`src/rtl/hazard_scoreboard_fwd.sv`:
```
// hazard_scoreboard_fwd: decode-stage RAW/WAW hazard detection with multi-stage forwarding
// and a per-register pending-write scoreboard for out-of-order long-latency completions.
module hazard_scoreboard_fwd #(
    parameter int XLEN   = 32,
    parameter int NSTAGE = 3,
    parameter int CW     = 2
) (
    input  logic                     clk,
    input  logic                     rst,
    input  logic [4:0]               rs1_D,
    input  logic [4:0]               rs2_D,
    input  logic                     use_rs1,
    input  logic                     use_rs2,
    input  logic [4:0]               rd_D,
    input  logic                     wen_D,
    input  logic                     long_D,
    input  logic                     issue_fire,
    input  logic                     flush,
    input  logic [NSTAGE-1:0]        stg_valid,
    input  logic [NSTAGE-1:0]        stg_wen,
    input  logic [5*NSTAGE-1:0]      stg_rd,
    input  logic [NSTAGE-1:0]        stg_data_ok,
    input  logic [XLEN*NSTAGE-1:0]   stg_data,
    input  logic                     lc_valid,
    input  logic [4:0]               lc_rd,
    input  logic [XLEN-1:0]          lc_data,
    output logic                     stall_D,
    output logic [XLEN-1:0]          fwd_rs1,
    output logic [XLEN-1:0]          fwd_rs2,
    output logic                     fwd_v_rs1,
    output logic                     fwd_v_rs2,
    output logic                     sb_busy_any,
    output logic [31:0]              stall_cnt
);
    localparam logic [CW-1:0] CMAX = {CW{1'b1}};

    logic [CW-1:0]        cnt_q [32];
    logic [CW-1:0]        cnt_d [32];
    logic [31:0]          stall_cnt_q;
    logic [1:0][4:0]      src;
    logic [1:0]           use_v, hit, fv, raw;
    logic [1:0][XLEN-1:0] fd;
    logic                 waw, full, inc, dec, busy;

    assign src   = {rs2_D, rs1_D};
    assign use_v = {use_rs2, use_rs1};

    // Youngest matching stage wins; the scoreboard is consulted only when no stage matches.
    always_comb begin
        hit = '0;
        fv  = '0;
        raw = '0;
        fd  = '0;
        for (int k = 0; k < 2; k++) begin
            if (use_v[k] && src[k] != 5'd0) begin
                for (int i = 0; i < NSTAGE; i++) begin
                    if (!hit[k] && stg_valid[i] && stg_wen[i] && stg_rd[i*5 +: 5] == src[k]) begin
                        hit[k] = 1'b1;
                        fv[k]  = stg_data_ok[i];
                        raw[k] = !stg_data_ok[i];
                        fd[k]  = stg_data_ok[i] ? stg_data[i*XLEN +: XLEN] : '0;
                    end
                end
                if (!hit[k] && cnt_q[src[k]] != '0) begin
                    fv[k]  = lc_valid && lc_rd == src[k];
                    raw[k] = !fv[k];
                    fd[k]  = fv[k] ? lc_data : '0;
                end
            end
        end
    end

    assign waw = wen_D && rd_D != 5'd0 && !long_D && cnt_q[rd_D] != '0 &&
                 !(lc_valid && lc_rd == rd_D && cnt_q[rd_D] == CW'(1));
    assign full    = wen_D && long_D && rd_D != 5'd0 && cnt_q[rd_D] == CMAX;
    assign stall_D = !flush && (|raw || waw || full);
    assign inc     = issue_fire && !flush && !stall_D && wen_D && long_D && rd_D != 5'd0;
    assign dec     = lc_valid && lc_rd != 5'd0 && cnt_q[lc_rd] != '0;

    assign fwd_rs1   = fd[0];
    assign fwd_rs2   = fd[1];
    assign fwd_v_rs1 = fv[0];
    assign fwd_v_rs2 = fv[1];

    always_comb begin
        cnt_d[0] = '0;
        busy     = 1'b0;
        for (int r = 1; r < 32; r++) begin
            cnt_d[r] = cnt_q[r] + CW'(inc && rd_D == 5'(r)) - CW'(dec && lc_rd == 5'(r));
            busy     = busy | (cnt_q[r] != '0);
        end
    end

    assign sb_busy_any = busy;
    assign stall_cnt   = stall_cnt_q;

    always_ff @(posedge clk) begin
        for (int r = 0; r < 32; r++)
            cnt_q[r] <= rst ? '0 : cnt_d[r];
        if (rst)
            stall_cnt_q <= '0;
        else if (stall_D && !(&stall_cnt_q))
            stall_cnt_q <= stall_cnt_q + 32'd1;
    end
endmodule

```
`config.mk`:
```
export PLATFORM = sky130hd
export DESIGN_NAME = hazard_scoreboard_fwd
export DESIGN_NICKNAME = d
export VERILOG_FILES = /design/src/rtl/hazard_scoreboard_fwd.sv
export SDC_FILE = /design/constraint.sdc
export NUM_CORES = 1
export LEC_CHECK = 0
export BUFFER_PORTS_ARGS = -buffer_cell sky130_fd_sc_hd__buf_2
export CAP_MARGIN = 20
export CORE_MARGIN = 2
export CORE_UTILIZATION = 45
export DETAILED_ROUTE_END_ITERATION = 12
export PLACE_DENSITY = 0.71
export SLEW_MARGIN = 10
export SYNTH_ARGS = -nofsm -noshare
export SYNTH_HDL_FRONTEND = slang
export SYNTH_SLANG_ARGS = --single-unit
```
`constraint.sdc`:
```
create_clock -name clk -period 4.76 [get_ports clk]
set_input_delay 1.19 -clock clk [delete_from_list [all_inputs] [get_ports clk]]
set_output_delay 1.19 -clock clk [all_outputs]
set_load 0.05 [all_outputs]
```
* Yosys cells after proc, flatten, opt, wreduce, memory -nomap -nowiden *
Memory sizes are Yosys's and may differ from the RTL's.
Index checks and enable logic that the tools add are counted.

operators by class
  mux-type cells = 78
  equal/unequal tests = 73
  add/sub/neg operators = 63
  reduce and logical (&&, ||, !) cells = 160
  bitwise logic cells = 30

operators by type and width
  operator                 number
  $mux W32                 15
  $eq A5 B5 Y1 const B     32
  $logic_and A1 B1 Y1      101
  $eq A5 B4 Y1 const B     16
  $reduce_bool A2 Y1       35
  $add A2 B1 Y2            31
  $mux W2                  31
  $sub A2 B1 Y2            31
  $eq A5 B5 Y1             9
  $eq A5 B3 Y1 const B     8
  $add A32 B1 Y32 const B  1
  $mux W1                  32
  $reduce_and A32 Y1       1
  $or A1 B1 Y1             30
  $eq A5 B2 Y1 const B     4
  $reduce_bool A5 Y1       4
  $logic_not A1 Y1         16
  $eq A5 B1 Y1 const B     2
  $eq A2 B1 Y1 const B     1
  $eq A2 B2 Y1 const B     1
  $logic_or A1 B1 Y1       2
  $reduce_or A2 Y1         1

word-level totals
  word-level logic and storage cells = 406
  flip-flop bits (word level) = 32
  memories kept = 1
  output and inout bits = 100
  input bits = 181
  RAM bits = 64

memories
  memory  depth  bits a word  read ports  clocked after Yosys merged registers in  wr ports  line  source
  cnt_q   32     2            35          0                                        32        37    logic [CW-1:0] cnt_q [32];

* Longest topological paths before layout *
Gate-level depths: netlist of run 1.

  word-level depth = 33
  gate-level depth with buffers = 16
  gate-level depth less buffers = 14

* Worst setup path before layout of run 1 *
OpenSTA, ideal clock, no wires.

  path type = in2out
  from = in rs2_D[2]
  to = out fwd_rs2[30]
  data required time = 3570 ps
  path buffers = 3
  data arrival time = 3955 ps
  stages on the path = 9
  setup slack = -385 ps
  cells stage by stage = buf_2 -> buf_1 -> mux4_2 -> a22oi_1 -> o2111ai_1 -> nor4_4 -> clkbuf_1 -> nand2_1 -> a21oi_1

between the ends
  word-level cells in the longest chain between the ends = 20
  elaborated cells on any way between the ends = 32
  classes of those cells = eq/ne (4); mux (12); reduce/logical (15); memory (1)

RTL lines
  element                            line  source
  from (decl)                        11    input logic [4:0] rs2_D,
  $eq A5 B5 Y1                       57    if (!hit[k] && stg_valid[i] && stg_wen[i] && stg_rd[i*5 +: 5] == src[k]) begin
  $logic_and A1 B1 Y1                57
  $mux W1                            57
  $mux W1                            55    if (use_v[k] && src[k] != 5'd0) begin
  $logic_not A1 Y1                   57
  $logic_and A1 B1 Y1 (3 in series)  57
  $mux W1                            57
  $mux W1                            55
  $logic_not A1 Y1                   57
  $logic_and A1 B1 Y1 (3 in series)  57
  $mux W1                            57
  $mux W1                            55
  $logic_not A1 Y1                   64    if (!hit[k] && cnt_q[src[k]] != '0) begin
  $logic_and A1 B1 Y1                64
  $mux W32                           64
  $mux W32 *                         55
  to (decl)                          29    output logic [XLEN-1:0] fwd_rs2,

Mark *: on every way between the ends. The rest lies on a longest branch, timed or not. The select of a mux whose other input is x is not followed.

* Final worst setup path of run 1 *
  from = in rs2_D[1]
  to = out fwd_rs2[18]

The elaborated chain is that of the path after synthesis.

==> impl_metrics.csv, run 1 <==
group,metric,value,unit
clock_tree,cts_hold_buf,0,
synthesis,synth_cells,1362,
routing,routed_wirelength,37750,microns
final_layout,area_growth,30.92,%
synthesis,syn_area,9753,sq um
run,drv_cap,0,
routing,via_per_inst,6.178,
clock_tree,clkSinkCount,94,
power,p_int,0.001481,W
critical_path,critPathKind,"input pin to output port",
power,power.switching,0.0008232,W
critical_path,required,3570,ps
clock_tree,path_clk_slew,70,ps
die,die_w,151.2,microns
sta,tightest_slew,941.1,ps
clock_tree,ctsRootBufferMaster,"clkbuf_16",
final_layout,drive_above_1_share,30.72,%
synthesis,synth_top_cell_by_area,"dfxtp_1",
power,p_per_area,180.5,nW/um^2
die,core-area,21150,sq um
clock_tree,clk_latency,370,ps
routing,wl_per_cell,19.60,microns
sta,setup_viol,0,
synthesis,synth-xor-area-share,9.609,%
synthesis,ys_types,72,
sta,hold_viol,0,
synthesis,yosys.area.top_type_share,19.29,%
die,start_util,46.11,%
die,io_pins,281,
die,die_area,22870,sq um
critical_path,cp.arrival,3550,ps
die,die_h,151.2,microns
synthesis,synthAdderAreaFrac,8.082,%
sta,fin_ws,19.09,ps
synthesis,yosys_warnings,0,
synthesis,synthSimpleGateAreaFrac,27.90,%
power,pwr-share-seq,34.3,%
routing,dr.first_iter.drc_count,1115,
grt,grt_max_degree,67,
routing,drc,0,
synthesis,synth_compound_area_share,19.49,%
grt,antenna_found_initial,7,
grt,gr-total-overflow,0,
critical_path,worst_path_max_delay_cell,"or4b_2",
sta,min_period_over_period,99.60,%
routing,firstDrtPassIters,6,
synthesis,ys_dominant_reg_cell,"dfxtp_1",
critical_path,path_cells,"clkbuf_4 -> buf_4 -> nor3_1 -> a21oi_1 -> or4b_2 -> o31ai_1 -> nor4_4 -> buf_4 -> a21o_4 -> buf_12 -> a21oi_2 -> buf_2",
routing,drtAntennaViolNets,0,
power,leakagePower,5.549,nW
final_layout,final_net_count,1883,
critical_path,endpoint_kind,"output port",
synthesis,yosysSeqAreaShare,19.29,%
critical_path,critPathMaxFanout,17,
sta,max_clock_freq,0.2109,GHz
place,pre_cts_ws,-38.33,ps
place,hpwl,28230,microns
grt,grt_use_total,30.36,%
synthesis,synthTopCellsByArea,"dfxtp_1, ha_1, mux4_2, nand2_1, xnor2_1",
critical_path,critPathTopFamily,"buffers and inverters",
synthesis,async_flop_share,0,%
critical_path,path_buf_inv,5,
status,run_status,"completed",
min_path,hold_class,"flip-flop to flip-flop",
power,total_power,0.002304,W
power,clkPwrFrac,33.9,%
critical_path,slowest_delay,610,ps
synthesis,avgSynthCellArea,7.161,sq um
grt,grt_first_pass_wirelength,55500,microns
routing,via_count,11900,
clock_tree,cts-buffers-inserted,9,
sta,period_needed,4741,ps
power,ir_worst_vdd,0.1382,mV
power,switching_share,35.73,%
power,p_comb_share,31.7,%
synthesis,synthMuxAreaShare,7.903,%
clock_tree,htreeDepth,3,
synthesis,synth_top_family_by_area,"simple AND/OR/NAND/NOR gates",
place,routabilityCongestion,1.005,
synthesis,ys_seq_elements,94,
die,rows,53,
sta,clock_skew,14.47,ps
critical_path,startpoint_type,"input pin",
place,io_buffers,280,
clock_tree,clk_path_buf_depth,2,
sta,finalMaxSlewViolations,0,
sta,relSlewSlack,37.26,%
clock_tree,cts_tree,"yes",
synthesis,synth_edf_count,0,
grt,grt_pass1_vias,10640,
synthesis,syn_nets,1606,
critical_path,cp_common_cell,"buf_4",
cell usage after synthesis (3+ instances only):
library cell / instances
a211o_1: 3
a211oi_1: 4
a21o_1: 4
a21oi_1: 102
a31oi_1: 62
and2_1: 6
and3_1: 8
and4_1: 3
buf_1: 15
buf_2: 14
buf_4: 6
buf_6: 3
clkbuf_1: 69
dfxtp_1: 94
ha_1: 63
inv_1: 75
mux2_2: 8
mux2i_1: 5
mux4_2: 28
nand2_1: 167
nand2b_1: 12
nand3_1: 68
nand4_1: 26
nor2_1: 149
nor2b_1: 35
nor3_1: 29
nor3b_1: 6
nor4_1: 11
nor4b_1: 3
o2111ai_1: 3
o211ai_1: 3
o21ai_0: 42
o221ai_1: 5
o22ai_1: 27
o31ai_1: 25
o41ai_1: 4
or3_1: 7
or4_1: 21
or4b_1: 3
xnor2_1: 65
xor2_1: 42
area by class of cell:
type                    count  area (sq um)
fillers                  1952          8386
well taps                 275         344.1
clock inverters             7         87.58
inverters                  77         291.5
repair buffers            373          2506
flip-flops and latches     94          1882
clock buffers               9         225.2
diodes                      7         17.52
multi-input cells        1084          7415
path summary, 6_finish.rpt:
path	start	endpoint	slack, ps	cells after the start
hold / removal	stall_cnt[30]$_SDFFE_PP0P_	stall_cnt[30]$_SDFFE_PP0P_	490	2
setup reg to reg	cnt_q[5][1]$_SDFF_PP0_	cnt_q[3][1]$_SDFF_PP0_	800	18
setup / recovery	rs2_D[1]	fwd_rs2[18]	20	12
hold reg to reg	stall_cnt[30]$_SDFFE_PP0P_	stall_cnt[30]$_SDFFE_PP0P_	490	2
worst reg2reg max path, stage by stage (launching register included):
cell and delay (ps):
dfxtp_1 340, nor2_1 360, a21oi_1 140, a211o_1 300, a32oi_1 380, a211oi_4 130
buf_12 160, buf_4 140, a21o_2 210, buf_4 140, nor4_2 240, buf_4 190
nand4_1 180, ha_1 340, inv_1 40, ha_1 170, xor2_1 160, xnor2_1 130
nor2_1 50
stage by stage:
stage	utilization, %	hold slack, ps	setup TNS, ps	cell area (sq um)	cells
3_3_place_gp	56.99	470.2	-170.5	12060	1893
3_5_place_dp	56.99	483.0	-92.89	12060	1893
6_report	60.36	495.0	0	12770	1926
4_1_cts	58.64	496.9	0	12400	1911
2_1_floorplan	-	500.1	-79.12	9986	1362
5_1_grt	60.28	528.3	-83.68	12750	1919
cell usage in the layout, fill, tap and decap left out, types with 26 or more instances in the layout:
master / instances
nand3_1: 68
mux4_2: 28
buf_2: 225
xnor2_1: 64
a21oi_2: 53
a21oi_1: 48
buf_4: 101
a31oi_1: 61
inv_1: 75
dfxtp_1: 94
nor3_1: 29
xor2_1: 42
ha_1: 63
nand2_1: 167
o22ai_1: 27
nor2b_1: 35
nor2_1: 141
o21ai_0: 41
nand4_1: 26
cell families (layout without fill, tap and decap cells):
family | Yosys count | count (layout)
AOI/OAI and AO/OA | 308 | 308
and+or+nand+nor | 565 | 565
buffers and inverters | 184 | 466
xor gates and xnor gates | 107 | 107
other | 0 | 7
DFF | 94 | 94
adders and majority gates | 63 | 63
muxes | 41 | 41
routing by layer:
| metal | up-vias | wire [microns] | GRT usage (%) |
|---|---|---|---|
| met4 | 4 | 1274 | 9.673 |
| met2 | 743 | 17110 | 47.85 |
| li1 | 5430 | - | - |
| met1 | 5589 | 15020 | 40.90 |
| met3 | 133 | 4316 | 7.319 |
| met5 | - | 31 | 0 |
sequential cells by signal, summed over array words and instances, names as in the netlist:
| name | cells |
|---|---|
| cnt_q | 62 |
| stall_cnt | 32 |
power groups by stage:
stage | registers (W) | logic (W) | clock network, W
detailed placement | 0.000810 | 0.000655 | 0
floorplan | 0.000814 | 0.000405 | 0
CTS | 0.000791 | 0.000662 | 0.000796
global route | 0.000792 | 0.000769 | 0.000825
finish | 0.000791 | 0.000731 | 0.000782
global placement | 0.000810 | 0.000648 | 0
what timing repair did:
| item | CTS | global route |
|---|---|---|
| resized for setup | 8 | 87 |
| buffers inserted | 2 | 2 |
| endpoints found under the setup margin | 30 | 67 |
| pin swaps | 2 | 7 |
| cloned | 0 | 6 |
Power figures use the tool's default switching activity.
==> inputs of run 2 (changes only) <==
==> constraint.sdc (replaced) <==
create_clock -name clk -period 4.76 [get_ports clk]
set_input_delay 1.19 -clock clk [delete_from_list [all_inputs] [get_ports clk]]
set_output_delay 1.19 -clock clk [all_outputs]
set_load 0.01 [all_outputs]
==> run 2 against run 1 <==
Highest routed layer unchanged. Fmax increased by 1.9%. Clock-buffer cell count unchanged. Total power decreased by 8.5%. Global-route usage decreased by 0.18 points. Cell count decreased by 1.7%. Critical path type unchanged. Via count decreased by 3.5%. Largest power group unchanged. Final area decreased by 5.7%. Clock skew increased by 3.0 ps. First-iteration DRC count increased by 0.90%.
==> impl_metrics.csv, run 2 (synthesis results as in run 1) <==
group,metric,value,unit
status,run_status,"completed",
clock_tree,htreeDepth,3,
place,routabilityCongestion,1.016,
grt,grt_use_total,30.18,%
run,drv_cap,0,
critical_path,required,3570,ps
clock_tree,ctsRootBufferMaster,"clkbuf_16",
critical_path,critPathKind,"input pin to output port",
clock_tree,cts_tree,"yes",
clock_tree,cts-buffers-inserted,9,
final_layout,top_register,"cnt_q",
sta,relSlewSlack,32.56,%
sta,max_clock_freq,0.2149,GHz
final_layout,nFillCells,2038,
die,die_area,22870,sq um
routing,dr.first_iter.drc_count,1125,
clock_tree,path_clk_slew,60,ps
routing,wl_per_cell,19.06,microns
routing,routed_wirelength,36090,microns
power,leakagePower,5.368,nW
die,rows,53,
final_layout,area_growth,23.44,%
clock_tree,clk_latency,370,ps
routing,via_count,11480,
routing,drtAntennaViolNets,0,
final_layout,post-route-util,56.91,%
power,p_per_area,175.1,nW/um^2
routing,firstDrtPassIters,5,
grt,grt_pass1_vias,10340,
final_layout,final_net_count,1854,
final_layout,largest_reg_flops,62,
die,die_w,151.2,microns
sta,period_needed,4653,ps
place,io_buffers,280,
sta,fin_ws,106.9,ps
sta,tightest_slew,1012,ps
clock_tree,clkSinkCount,94,
grt,gr-total-overflow,0,
critical_path,reg2reg_setup_slack,1030,ps
final_layout,fin_area,12040,sq um
final_layout,fin_cells,1893,
die,start_util,46.11,%
sta,clock_skew,17.48,ps
sta,setup_viol,0,
grt,grt_max_degree,67,
place,pre_cts_ws,36.86,ps
sta,min_period_over_period,97.75,%
place,hpwl,27940,microns
final_layout,final_cell_mix,"buf_2, nand2_1, nor2_1, a21oi_1, dfxtp_1",
place,post_dp_cell_area,11650,sq um
grt,grt_first_pass_wirelength,54790,microns
die,die_h,151.2,microns
final_layout,drive_above_1_share,25.90,%
routing,via_per_inst,6.066,
critical_path,critPathMaxFanout,27,
final_layout,mostFrequentLayoutCell,"buf_2",
sta,hold_viol,0,
routing,drc,0,
power,ir_worst_vdd,0.1361,mV
place,dp_cells,1873,
critical_path,cp.arrival,3460,ps
critical_path,startpoint_type,"input pin",
sta,finalMaxSlewViolations,0,
die,core-area,21150,sq um
grt,antenna_found_initial,3,
critical_path,endpoint_kind,"output port",
die,io_pins,281,
min_path,hold_class,"flip-flop to flip-flop",
clock_tree,clk_path_buf_depth,2,
## run 2: changes by cell type in the layout (fill, tap and decap cells not counted), moves of 3 or more
cell | before | now
buf_4 | 101 | 54
clkbuf_16 | 14 | 9
nor2_2 | 7 | 2
buf_6 | 5 | 1
buf_12 | 13 | 10
nor2_1 | 141 | 147
diode_2 | 7 | 4
a21oi_2 | 53 | 2
buf_2 | 225 | 278
clkbuf_4 | 24 | 1
a21oi_1 | 48 | 100
## run 2: final timing paths
path	start	end	depth (start not counted)
worst max register to register	cnt_q[23][0]$_SDFF_PP0_	cnt_q[2][1]$_SDFF_PP0_	15
worst min-delay path	stall_cnt[3]$_SDFFE_PP0P_	stall_cnt[3]$_SDFFE_PP0P_	2
worst min register to register	stall_cnt[3]$_SDFFE_PP0P_	stall_cnt[3]$_SDFFE_PP0P_	2
worst max-delay path	rs1_D[3]	fwd_rs1[20]	10
## run 2: layout make-up
| class | count | area [sq um] | area share (%) |
|---|---|---|---|
| clock buffer | 9 | 225.2 | 1.871 |
| multi-input combinational | 1084 | 7197 | 59.78 |
| clock inverter | 6 | 71.32 | 0.5924 |
| tap | 275 | 344.1 | 2.858 |
| antenna | 4 | 10.01 | 0.08314 |
| timing repair buffer | 344 | 2016 | 16.74 |
| inverter | 77 | 294.0 | 2.442 |
| sequential | 94 | 1882 | 15.63 |
## run 2: through the flow
| stage | TNS, ps | power [W] | hold WS, ps |
|---|---|---|---|
| finish | 0 | 0.002107 | 492.3 |
| detailed placement | 0 | 0.001343 | 481.4 |
| floorplan | 0 | 0.001106 | 500.1 |
| global placement | 0 | 0.001339 | 473.1 |
| global route | -1.467 | 0.002195 | 529.1 |
| CTS | 0 | 0.002098 | 492.3 |
## run 2: what timing repair did
item,CTS,global route
endpoints found under the setup margin,0,36
setup buffers,0,1
gates resized for setup,0,17
hold buffers,0,0
## run 2: critical path: stages
cell and delay, ps:
buf_2 130, inv_2 100, mux4_2 520, a211oi_2 220, o211ai_1 160, a211oi_4 390, buf_12 230, nand2_1 70
a21oi_1 240, buf_2 190
## run 2: metal layers
layer | part of all wire (%) | global-route usage, % | up-vias
met5 | 0.091 | 0 | -
met4 | 2.7 | 8.645 | 4
met2 | 46 | 47.96 | 636
met3 | 9.9 | 6.446 | 102
li1 | - | - | 5356
met1 | 41 | 41.21 | 5385
## run 2: power by group
part           internal [W]  switching [W]
logic              0.000224       0.000331
registers          0.000788     0.00000302
clock network      0.000411       0.000351
